<file path="config.mk">
export PLATFORM = sky130hd
export DESIGN_NAME = int8_packer_flat
export DESIGN_NICKNAME = d
export VERILOG_FILES = /design/src/rtl/int8_packer_if.sv /design/src/rtl/int8_packer.sv /design/src/flat_wrapper.sv
export SDC_FILE = /design/constraint.sdc
export NUM_CORES = 1
export LEC_CHECK = 0
export CAP_MARGIN = 20
export CORE_MARGIN = 2
export CORE_UTILIZATION = 50
export CTS_CLUSTER_SIZE = 28
export DETAILED_ROUTE_END_ITERATION = 8
export PLACE_DENSITY_LB_ADDON = 0.3
export SYNTH_ARGS = -nofsm -noshare
export SYNTH_HDL_FRONTEND = slang
export SYNTH_SLANG_ARGS = --single-unit
</file>
<file path="constraint.sdc">
create_clock -name clk -period 6.4 [get_ports clk]
set_input_delay 0.96 -clock clk [delete_from_list [all_inputs] [get_ports clk]]
set_output_delay 0.96 -clock clk [all_outputs]
set_load 0.03 [all_outputs]
</file>
<file path="src/rtl/int8_packer_if.sv">
// Output word stream of int8_packer: packed word, byte count and last flag
// with a valid/ready handshake toward the output buffer writer.
interface int8_packer_if #(
    parameter int LANES = 4
);
    localparam int BW = $clog2(LANES + 1);

    logic [LANES*8-1:0] out_data;
    logic [BW-1:0]      out_bytes;
    logic               out_last;
    logic               out_valid;
    logic               out_ready;

    modport master (
        output out_data, out_bytes, out_last, out_valid,
        input  out_ready
    );

    modport slave (
        input  out_data, out_bytes, out_last, out_valid,
        output out_ready
    );
endinterface

</file>
<file path="src/rtl/int8_packer.sv">
// Packs a stream of int8 results into LANES-byte words and queues them in a small FIFO.
// Define INT8_PACKER_RELU_EN to clamp negative bytes to zero before packing.
module int8_packer #(
    parameter int LANES      = 4,
    parameter int FIFO_DEPTH = 4
) (
    input  logic           clk,
    input  logic           reset,
    input  logic [7:0]     in_data,
    input  logic           in_valid,
    input  logic           flush,
    int8_packer_if.master  out,
    output logic           overflow,
    output logic           idle
);
    localparam int FW = $clog2(LANES);
    localparam int CW = $clog2(LANES + 1);
    localparam int PW = $clog2(FIFO_DEPTH);
    localparam int OW = $clog2(FIFO_DEPTH + 1);

    logic [LANES-1:0][7:0] lanes;
    logic [LANES-1:0][7:0] word;
    logic [FW-1:0]         fill;
    logic [CW-1:0]         cnt_next;
    logic [7:0]            byte_in;
    logic                  close;

    logic [LANES*8-1:0]    mem_data  [FIFO_DEPTH];
    logic [CW-1:0]         mem_bytes [FIFO_DEPTH];
    logic                  mem_last  [FIFO_DEPTH];
    logic [PW-1:0]         wr_ptr;
    logic [PW-1:0]         rd_ptr;
    logic [OW-1:0]         occ;
    logic                  full;
    logic                  pop;
    logic                  wr_en;

`ifdef INT8_PACKER_RELU_EN
    assign byte_in = in_data[7] ? 8'h00 : in_data;
`else
    assign byte_in = in_data;
`endif

    // The closing word includes this cycle's byte, so it is built combinationally.
    always_comb begin
        word = lanes;
        if (in_valid)
            word[fill] = byte_in;
        cnt_next = CW'(fill) + CW'(in_valid);
        close    = (cnt_next == CW'(LANES)) || (flush && (cnt_next != '0));
    end

    assign full          = (occ == OW'(FIFO_DEPTH));
    assign out.out_valid = (occ != '0);
    assign pop           = out.out_valid && out.out_ready;
    // A pop in the same cycle frees the slot, so a full FIFO can still accept.
    assign wr_en         = close && (!full || pop);

    assign out.out_data  = mem_data[rd_ptr];
    assign out.out_bytes = mem_bytes[rd_ptr];
    assign out.out_last  = mem_last[rd_ptr];
    assign idle          = (fill == '0) && (occ == '0);

    always_ff @(posedge clk) begin
        if (reset) begin
            lanes    <= '0;
            fill     <= '0;
            wr_ptr   <= '0;
            rd_ptr   <= '0;
            occ      <= '0;
            overflow <= 1'b0;
            for (int i = 0; i < FIFO_DEPTH; i++) begin
                mem_data[i]  <= '0;
                mem_bytes[i] <= '0;
                mem_last[i]  <= 1'b0;
            end
        end else begin
            if (close) begin
                lanes <= '0;
                fill  <= '0;
            end else if (in_valid) begin
                lanes <= word;
                fill  <= fill + 1'b1;
            end

            if (wr_en) begin
                mem_data[wr_ptr]  <= word;
                mem_bytes[wr_ptr] <= cnt_next;
                mem_last[wr_ptr]  <= flush;
                wr_ptr            <= wr_ptr + 1'b1;
            end
            if (close && !wr_en)
                overflow <= 1'b1;

            if (pop)
                rd_ptr <= rd_ptr + 1'b1;

            case ({wr_en, pop})
                2'b10:   occ <= occ + 1'b1;
                2'b01:   occ <= occ - 1'b1;
                default: occ <= occ;
            endcase
        end
    end
endmodule

</file>
<file path="src/flat_wrapper.sv">
// flat-port wrapper written by rule: the top's interface ports become plain ports
module int8_packer_flat 
#(
    parameter int LANES      = 4,
    parameter int FIFO_DEPTH = 4
)
  (clk, reset, in_data, in_valid, flush, overflow, idle, out_out_data, out_out_bytes, out_out_last, out_out_valid, out_out_ready);
  int8_packer_if #(.LANES(LANES)) out_i ();
  input  logic clk;
  input  logic reset;
  input  logic [7:0] in_data;
  input  logic in_valid;
  input  logic flush;
  output logic overflow;
  output logic idle;
  output wire logic [$bits(out_i.out_data)-1:0] out_out_data;
  output wire logic [$bits(out_i.out_bytes)-1:0] out_out_bytes;
  output wire logic [$bits(out_i.out_last)-1:0] out_out_last;
  output wire logic [$bits(out_i.out_valid)-1:0] out_out_valid;
  input wire logic [$bits(out_i.out_ready)-1:0] out_out_ready;
  assign out_out_data = out_i.out_data;
  assign out_out_bytes = out_i.out_bytes;
  assign out_out_last = out_i.out_last;
  assign out_out_valid = out_i.out_valid;
  assign out_i.out_ready = out_out_ready;
  int8_packer #(.LANES(LANES), .FIFO_DEPTH(FIFO_DEPTH)) u_core (.clk(clk), .reset(reset), .in_data(in_data), .in_valid(in_valid), .flush(flush), .out(out_i), .overflow(overflow), .idle(idle));
endmodule
</file>
==> results of run 1 <==
per-layer routing:
layer	part of all wire, %	track usage (%)	vias to the layer above
li1	-	-	2065
met1	43	28.54	2309
met2	49	34.02	180
met3	6.4	4.748	21
met4	1.2	6.969	0
met5	0	0	-
layout make-up:
type	instances	area [um^2]
repair buffers	63	608.1
fillers	1216	6142
clock inverters	11	101.3
clock buffers	21	440.4
multi-input cells	305	2455
inverters	11	41.29
well taps	211	264.0
flip-flops and latches	188	5206
stage by stage:
step / worst slack, ns / util, % / hold slack (ns)
global route: 2.154 / 59.75 / 0.4903
finish: 2.272 / 59.75 / 0.4587
CTS: 2.285 / 59.61 / 0.4650
detailed placement: 1.851 / 56.06 / 0.4529
floorplan: 1.024 / - / 0.4836
global placement: 2.029 / 56.06 / 0.4379
synthesized netlist by cell type, types with 7 or more instances:
library cell  number  area, um^2
nor2_1           151       566.8
edfxtp_1         144        4324
dfxtp_1           44       880.8
mux4_2            36       810.8
mux2i_1           33       330.3
nor3_2            20       200.2
buf_2             16       80.08
nor3_1            13       65.06
clkbuf_1          11       41.29
inv_1             10       37.54
nand2_1           10       37.54
ha_1               7       87.58
sequential cells by signal (all words and copies together) (netlist names), named ones only:
| name | cells |
|---|---|
| u_core.mem_bytes | 12 |
| u_core.overflow | 1 |
| u_core.mem_data | 128 |
| u_core.wr_ptr | 2 |
| u_core.mem_last | 4 |
| u_core.lanes | 32 |
| u_core.fill | 2 |
| u_core.occ | 3 |
| u_core.rd_ptr | 2 |
cells in the final DEF, fill, tap and decap left out, types with 6 or more instances in the layout:
cell             instances
dfxtp_1                 43
clkinv_2                 6
nor3_1                  13
nor3_2                  20
edfxtp_1               144
nand2_1                 10
nor2_1                 151
clkbuf_16               17
buf_4                   11
inv_1                   10
mux2i_1                 33
mux4_2                  36
ha_1                     7
clkdlybuf4s50_1         50
worst min path at each step:
stage | start | to | slack (ns) | cells past startpoint
detailed placement | u_core.overflow$_SDFFE_PP0P_ | u_core.overflow$_SDFFE_PP0P_ | 0.45 | 2
CTS | u_core.overflow$_SDFFE_PP0P_ | u_core.overflow$_SDFFE_PP0P_ | 0.46 | 2
global placement | u_core.overflow$_SDFFE_PP0P_ | u_core.overflow$_SDFFE_PP0P_ | 0.44 | 2
finish | u_core.overflow$_SDFFE_PP0P_ | u_core.overflow$_SDFFE_PP0P_ | 0.46 | 2
global route | u_core.overflow$_SDFFE_PP0P_ | u_core.overflow$_SDFFE_PP0P_ | 0.49 | 2
floorplan | u_core.occ[2]$_SDFFE_PP0P_ | u_core.occ[2]$_SDFFE_PP0P_ | 0.48 | 2
where the power goes:
part           switching [mW]  internal [mW]
sequential             0.0370           1.40
clock                   0.417          0.566
combinational           0.498          0.359
total                   0.952           2.33
critical path, stage by stage:
cell and delay, ns:
clkdlybuf4s50_1 0.55, ha_1 0.28, ha_1 0.34, o21a_1 0.37, o21ai_2 0.58, ha_1 0.30, inv_1 0.07, fa_1 0.38
xor2_1 0.17, or3_1 0.33, a21oi_1 0.16
cells by family after synthesis:
logic type	count (synthesis)	synth area share, %
AND/OR/NAND/NOR	204	12.10
flip-flops	188	66.40
multiplexers	70	14.70
buffers and inverters	46	2.889
AO/OA/AOI/OAI	18	1.979
adder cells (fa/ha/maj)	8	1.373
XOR/XNOR	5	0.5586
==> summary.md, run 1 <==
| Metric | Value |
|---|---|
| Run status | `completed` |
| Leading register cell type out of synthesis | `edfxtp_1` |
| Starting utilization of the core area | `between 50% and 60%` |
| Worst reg-to-reg setup slack | `about 3 ns` |
| Antenna fix cells | `0` |
| Total I/O pin count | `52` |
| Vias after detailed routing | `around 4600` |
| Worst ir drop on vdd | `0.2239 mV` |
| Worst slew margin relative to its limit | `46.96%` |
| Hold WC Path Type | `reg -> reg` |
| Capture point of the worst path | `u_core.occ[2]$_SDFFE_PP0P_` |
| Synthesized instance count | `about 540` |
| WL/cell | `20.30 um` |
| Largest net degree at the start of global routing | `47` |
| Pre-Repair DR Iteration Count | `5` |
| Total number of nets in the final design | `about 610` |
| Remaining global-route overflow | `0` |
| Hold-fix buffers, CTS | `0` |
| Max Freq | `~0.24 GHz` |
| Least-Margin Pin Slew | `around 0.8 ns` |
| Yosys warnings | `0` |
| Mean instance size in the synthesized netlist | `between 10 and 15 um^2` |
| Critical Path Source Type | `input port` |
| Vias per cell | `about 5.6` |
| Count of distinct cell types in the synthesized netlist | `37` |
| Final Wtd Congestion | `0.7953` |
| Half-perimeter wire length of the detailed placement result | `9569 um` |
| Required arrival time at the worst endpoint | `between 6 and 7 ns` |
| Max-cap violations | `0` |
| End of the worst register-to-register path | `u_core.occ[2]$_SDFFE_PP0P_` |
| Worst Skew | `approximately 0.011 ns` |
| Hold violation count in the final report | `0` |
| Setup repair after global routing missed its margin | `no` |
| Worst reg2reg path depth | `10` |
| Core area | `roughly 15000 um^2` |
| Setup-violating endpoint count in the final report | `0` |
| Origin of the worst setup path | `in_valid` |
| Count of routing violations after the opening detailed-route iteration | `between 400 and 500` |
| Post-CTS setup buffer count | `0` |
| Sequential element share of the synthesized area | `around 66%` |
| Floorplan die width | `129.2 um` |
| Final cell count without fillers | `approximately 800` |
| Shortest period the worst path allows | `around 4.1 ns` |
| Aggregate routed wire length | `16440 um` |
| Share of layout cells above drive strength 1 | `~17%` |
| Area delta synth->final | `16.30%` |
| CTS resizes | `0` |
| Cell count after placement | `around 800` |
| PnR Total Power | `~3.3 mW` |
| Instance area at placement | `8554 um^2` |
| Proportion of synthesized flip-flops having asynchronous set or reset | `0%` |
| Syn Nets | `560` |
| Inserted Clock Buffers | `17` |
| Final-layout setup total negative slack | `0 ns` |
| Largest driver fanout on the critical path | `12` |
| Power density cells | `359.8 nW/um^2` |
| CP endpoint kind | `flop` |
| Startpoint of the most critical register-to-register path | `u_core.fill[0]$_SDFFE_PP0P_` |
| Overall die height | `approximately 130 um` |
| Number of antenna violations at the first check in global routing | `0` |
| Worst setup path class | `in -> reg` |
| Clock insertion delay at the later pin of the skew report | `about 0.43 ns` |
| Slew Limit Fails | `0` |
| DRC violations left | `0` |
| Cell at the root of the clock tree | `clkbuf_16` |
| First-pass GRT wire length | `about 26000 um` |
| Crit share post-route | `between 60% and 70%` |
| Number of sinks handled by clock tree synthesis | `188` |
| Number of H-tree branching levels | `4` |
| Arrival time at the worst endpoint | `4.48 ns` |
| Clock edge transition at the registers on the reported setup and hold paths | `roughly 0.060 ns` |
| Antenna-violating nets left | `0` |
| Number of buffers added on ports | `51` |
| Overall routing resource usage | `between 20% and 30%` |
| Die outline area | `~17000 um^2` |
| Cell row count | `45` |
| TritonCTS clock tree | `done` |
| Total of flip-flops plus latches after synthesis | `188` |
| Maximum buffer depth of the clock tree | `2` |
| Post-route cell area | `9116 um^2` |
| Number of flops mapped to enable cells by yosys | `roughly 140` |
| Via count of the first global-routing pass | `between 4000 and 5000` |
| Post-synthesis instance area | `approximately 7800 um^2` |
| Leakage power figure | `between 3 and 4 nW` |
Note: power is estimated with default switching activity, not from simulation.
==> run 2: changes to the inputs <==
Clock period 6.4 ns to 3.7 ns, I/O delays scaled along.
==> summary.md, run 2 (same netlist as run 1, synthesis figures left out) <==
| Metric | Value |
|---|---|
| Total I/O pin count | `52 (unchanged)` |
| Overall die height | `129.2 um (unchanged)` |
| Crit share post-route | `82.04%` |
| Worst slew margin relative to its limit | `60.83% (+14 points)` |
| Max-cap violations | `0 (unchanged)` |
| Count of routing violations after the opening detailed-route iteration | `450 (+8.4%)` |
| Number of sinks handled by clock tree synthesis | `188 (unchanged)` |
| Shortest period the worst path allows | `between 3 and 4 ns` |
| Total number of nets in the final design | `617 (+1.6%)` |
| Largest driver fanout on the critical path | `9 (-3)` |
| Hold violation count in the final report | `0 (unchanged)` |
| Total area of sequential cells | `5206 um^2 (unchanged)` |
| Leading cell types in the layout, fill and taps excluded | `nor2_1, edfxtp_1, clkdlybuf4s50_1, dfxtp_1, mux4_2` |
| Worst reg2reg path depth | `10 (unchanged)` |
| Starting utilization of the core area | `51.37% (unchanged)` |
| Power density cells | `630.6 nW/um^2 (+75%)` |
| DRC violations left | `0 (unchanged)` |
| Hold-fix buffers, CTS | `0 (unchanged)` |
| Run status | `completed` |
| Area delta synth->final | `17.99%` |
| Slew Limit Fails | `0 (unchanged)` |
| Share of layout cells above drive strength 1 | `19.38% (+2.0 points)` |
| Number of H-tree branching levels | `4 (unchanged)` |
| Final Wtd Congestion | `0.7871 (-1.0%)` |
| Clock insertion delay at the later pin of the skew report | `0.43 ns (about the same)` |
| Half-perimeter wire length of the detailed placement result | `10190 um (+6.5%)` |
| End of the worst register-to-register path | `u_core.occ[2]$_SDFFE_PP0P_` |
| Number of buffers added on ports | `51 (unchanged)` |
| Most frequent cell on the critical path | `ha_1` |
| Vias after detailed routing | `4601 (+0.57%)` |
| Largest registers | `u_core.mem_data x128, u_core.lanes x32, u_core.mem_bytes x12` |
| Post-CTS setup buffer count | `0 (unchanged)` |
| Via count of the first global-routing pass | `4693 (+1.1%)` |
| Critical Path Source Type | `input port` |
| Core area | `15260 um^2 (unchanged)` |
| Worst Skew | `0.007707 ns (-0.003470 ns)` |
| PnR Total Power | `5.832 mW (+78%)` |
| Overall routing resource usage | `21.73% (+0.70 points)` |
| Number of antenna violations at the first check in global routing | `0 (unchanged)` |
| Cell row count | `45 (unchanged)` |
| Worst reg-to-reg setup slack | `0.90 ns (-2.16 ns)` |
| Layout filler cell count | `1147 (-5.7%)` |
| Antenna fix cells | `0 (unchanged)` |
| Die outline area | `16700 um^2 (unchanged)` |
| Least-Margin Pin Slew | `0.5713 ns (-0.2244 ns)` |
| Cell at the root of the clock tree | `clkbuf_16` |
| Setup-violating endpoint count in the final report | `0 (unchanged)` |
| Required arrival time at the worst endpoint | `4.05 ns (-2.70 ns)` |
| Pre-Repair DR Iteration Count | `5 (unchanged)` |
| WL/cell | `20.28 um (-0.10%)` |
| Clock edge transition at the registers on the reported setup and hold paths | `0.06 ns (about the same)` |
| Max FFs per register | `128 (unchanged)` |
| Slowest-stage cell, CP | `clkdlybuf4s50_1` |
| Max Freq | `~0.33 GHz` |
| First-pass GRT wire length | `26390 um (+3.4%)` |
| Hold WC Path Type | `reg -> reg` |
| CTS resizes | `0 (unchanged)` |
| Worst ir drop on vdd | `0.6354 mV (+180%)` |
| Vias per cell | `5.611 (-0.66%)` |
| Antenna-violating nets left | `0 (unchanged)` |
| Worst setup path class | `in -> reg` |
| Commonest non-fill, non-tap cell in the layout | `nor2_1` |
| Setup repair after global routing missed its margin | `no` |
| Remaining global-route overflow | `0 (unchanged)` |
| Inserted Clock Buffers | `17 (unchanged)` |
| Post-route cell area | `9249 um^2 (+1.5%)` |
| TritonCTS clock tree | `done` |
| Register name with the most flops | `u_core.mem_data` |
| Ordered list of cells on the worst path | `clkdlybuf4s50_1 > ha_1 > ha_1 > o21a_1 > o21ai_2 > ha_1 > inv_1 > fa_1 > xor2_1 > or3_1 > a21oi_1` |
| Largest net degree at the start of global routing | `37 (-21%)` |
| Aggregate routed wire length | `16630 um (+1.1%)` |
| Final core utilization | `60.61% (+0.87 points)` |
| Startpoint of the most critical register-to-register path | `u_core.fill[0]$_SDFFE_PP0P_` |
| Floorplan die width | `129.2 um (unchanged)` |
| Stage delay of the slowest cell on the critical path | `0.45 ns (-0.13 ns)` |
| Area of the multi-input gates | `2446 um^2 (-0.36%)` |
| Arrival time at the worst endpoint | `3.39 ns (-1.09 ns)` |
| Worst hold slack across all endpoints | `0.4532 ns (-0.005483 ns)` |
| Capture point of the worst path | `u_core.occ[2]$_SDFFE_PP0P_` |
| Instance area at placement | `8641 um^2 (+1.0%)` |
| Origin of the worst setup path | `in_valid` |
| Worst Hold Path Cells | `2 (unchanged)` |
| CP endpoint kind | `flop` |
| Maximum buffer depth of the clock tree | `2 (unchanged)` |
| Leakage power figure | `3.288 nW (+2.3%)` |
## run 2: cell types whose count changed in the layout (fill, tap and decap cells not counted)
cell        before  now
buf_4           11   21
clkbuf_1         4    2
clkinv_1         4    2
bufinv_16        2    1
clkbuf_8         0    2
inv_6            0    1
o211ai_4         1    0
clkinv_2         6    2
inv_4            0    2
clkbuf_16       17   20
clkinvlp_4       0    1
o211ai_2         1    2
## run 2: how the worst min path moves through the flow
stage / start / end / slack, ns
CTS: u_core.overflow$_SDFFE_PP0P_ / u_core.overflow$_SDFFE_PP0P_ / 0.46
floorplan: u_core.occ[2]$_SDFFE_PP0P_ / u_core.occ[2]$_SDFFE_PP0P_ / 0.48
global placement: u_core.overflow$_SDFFE_PP0P_ / u_core.overflow$_SDFFE_PP0P_ / 0.44
finish: u_core.overflow$_SDFFE_PP0P_ / u_core.overflow$_SDFFE_PP0P_ / 0.45
detailed placement: u_core.overflow$_SDFFE_PP0P_ / u_core.overflow$_SDFFE_PP0P_ / 0.44
global route: u_core.overflow$_SDFFE_PP0P_ / u_core.overflow$_SDFFE_PP0P_ / 0.50
## run 2: final cells by class
class	count	area share, %
multi-input combinational	305	26.45
clock inverter	8	0.7846
tap	211	2.854
sequential	188	56.29
inverter	11	0.4464
timing repair buffer	73	7.386
clock buffer	24	5.790
## run 2: metrics by stage
stage / worst slack (ns) / cells / TNS (ns)
floorplan: -0.1472 / 539 / -10.59
global placement: 0.3053 / 788 / 0
detailed placement: 0.2484 / 788 / 0
CTS: 0.6781 / 820 / 0
global route: 0.5630 / 820 / 0
finish: 0.6645 / 820 / 0
## run 2: report_power, final
group / internal [mW] / total, mW / switching (mW)
Sequential: 2.42 / 2.49 / 0.0696
Clock: 1.08 / 1.83 / 0.751
Combinational: 0.643 / 1.50 / 0.861
Total: 4.15 / 5.83 / 1.68
## run 2: worst max-delay path: cells and delay by family
family / cells / cell delay, ns
buffers and inverters: 2 / 0.51
xor gates and xnor gates: 1 / 0.16
adders and majority gates: 4 / 1.12
AOI/OAI and AO/OA: 3 / 0.70
and+or+nand+nor: 1 / 0.32
## run 2: metal layers
layer / track usage (%) / part of all wire, % / routed length, um / vias up
met1: 28.72 / 41 / 6788 / 2333
met5: 0 / 0 / 0 / -
met2: 35.79 / 52 / 8564 / 174
met3: 5.656 / 6.2 / 1032 / 17
met4: 6.522 / 1.4 / 240 / 0
li1: - / - / - / 2077
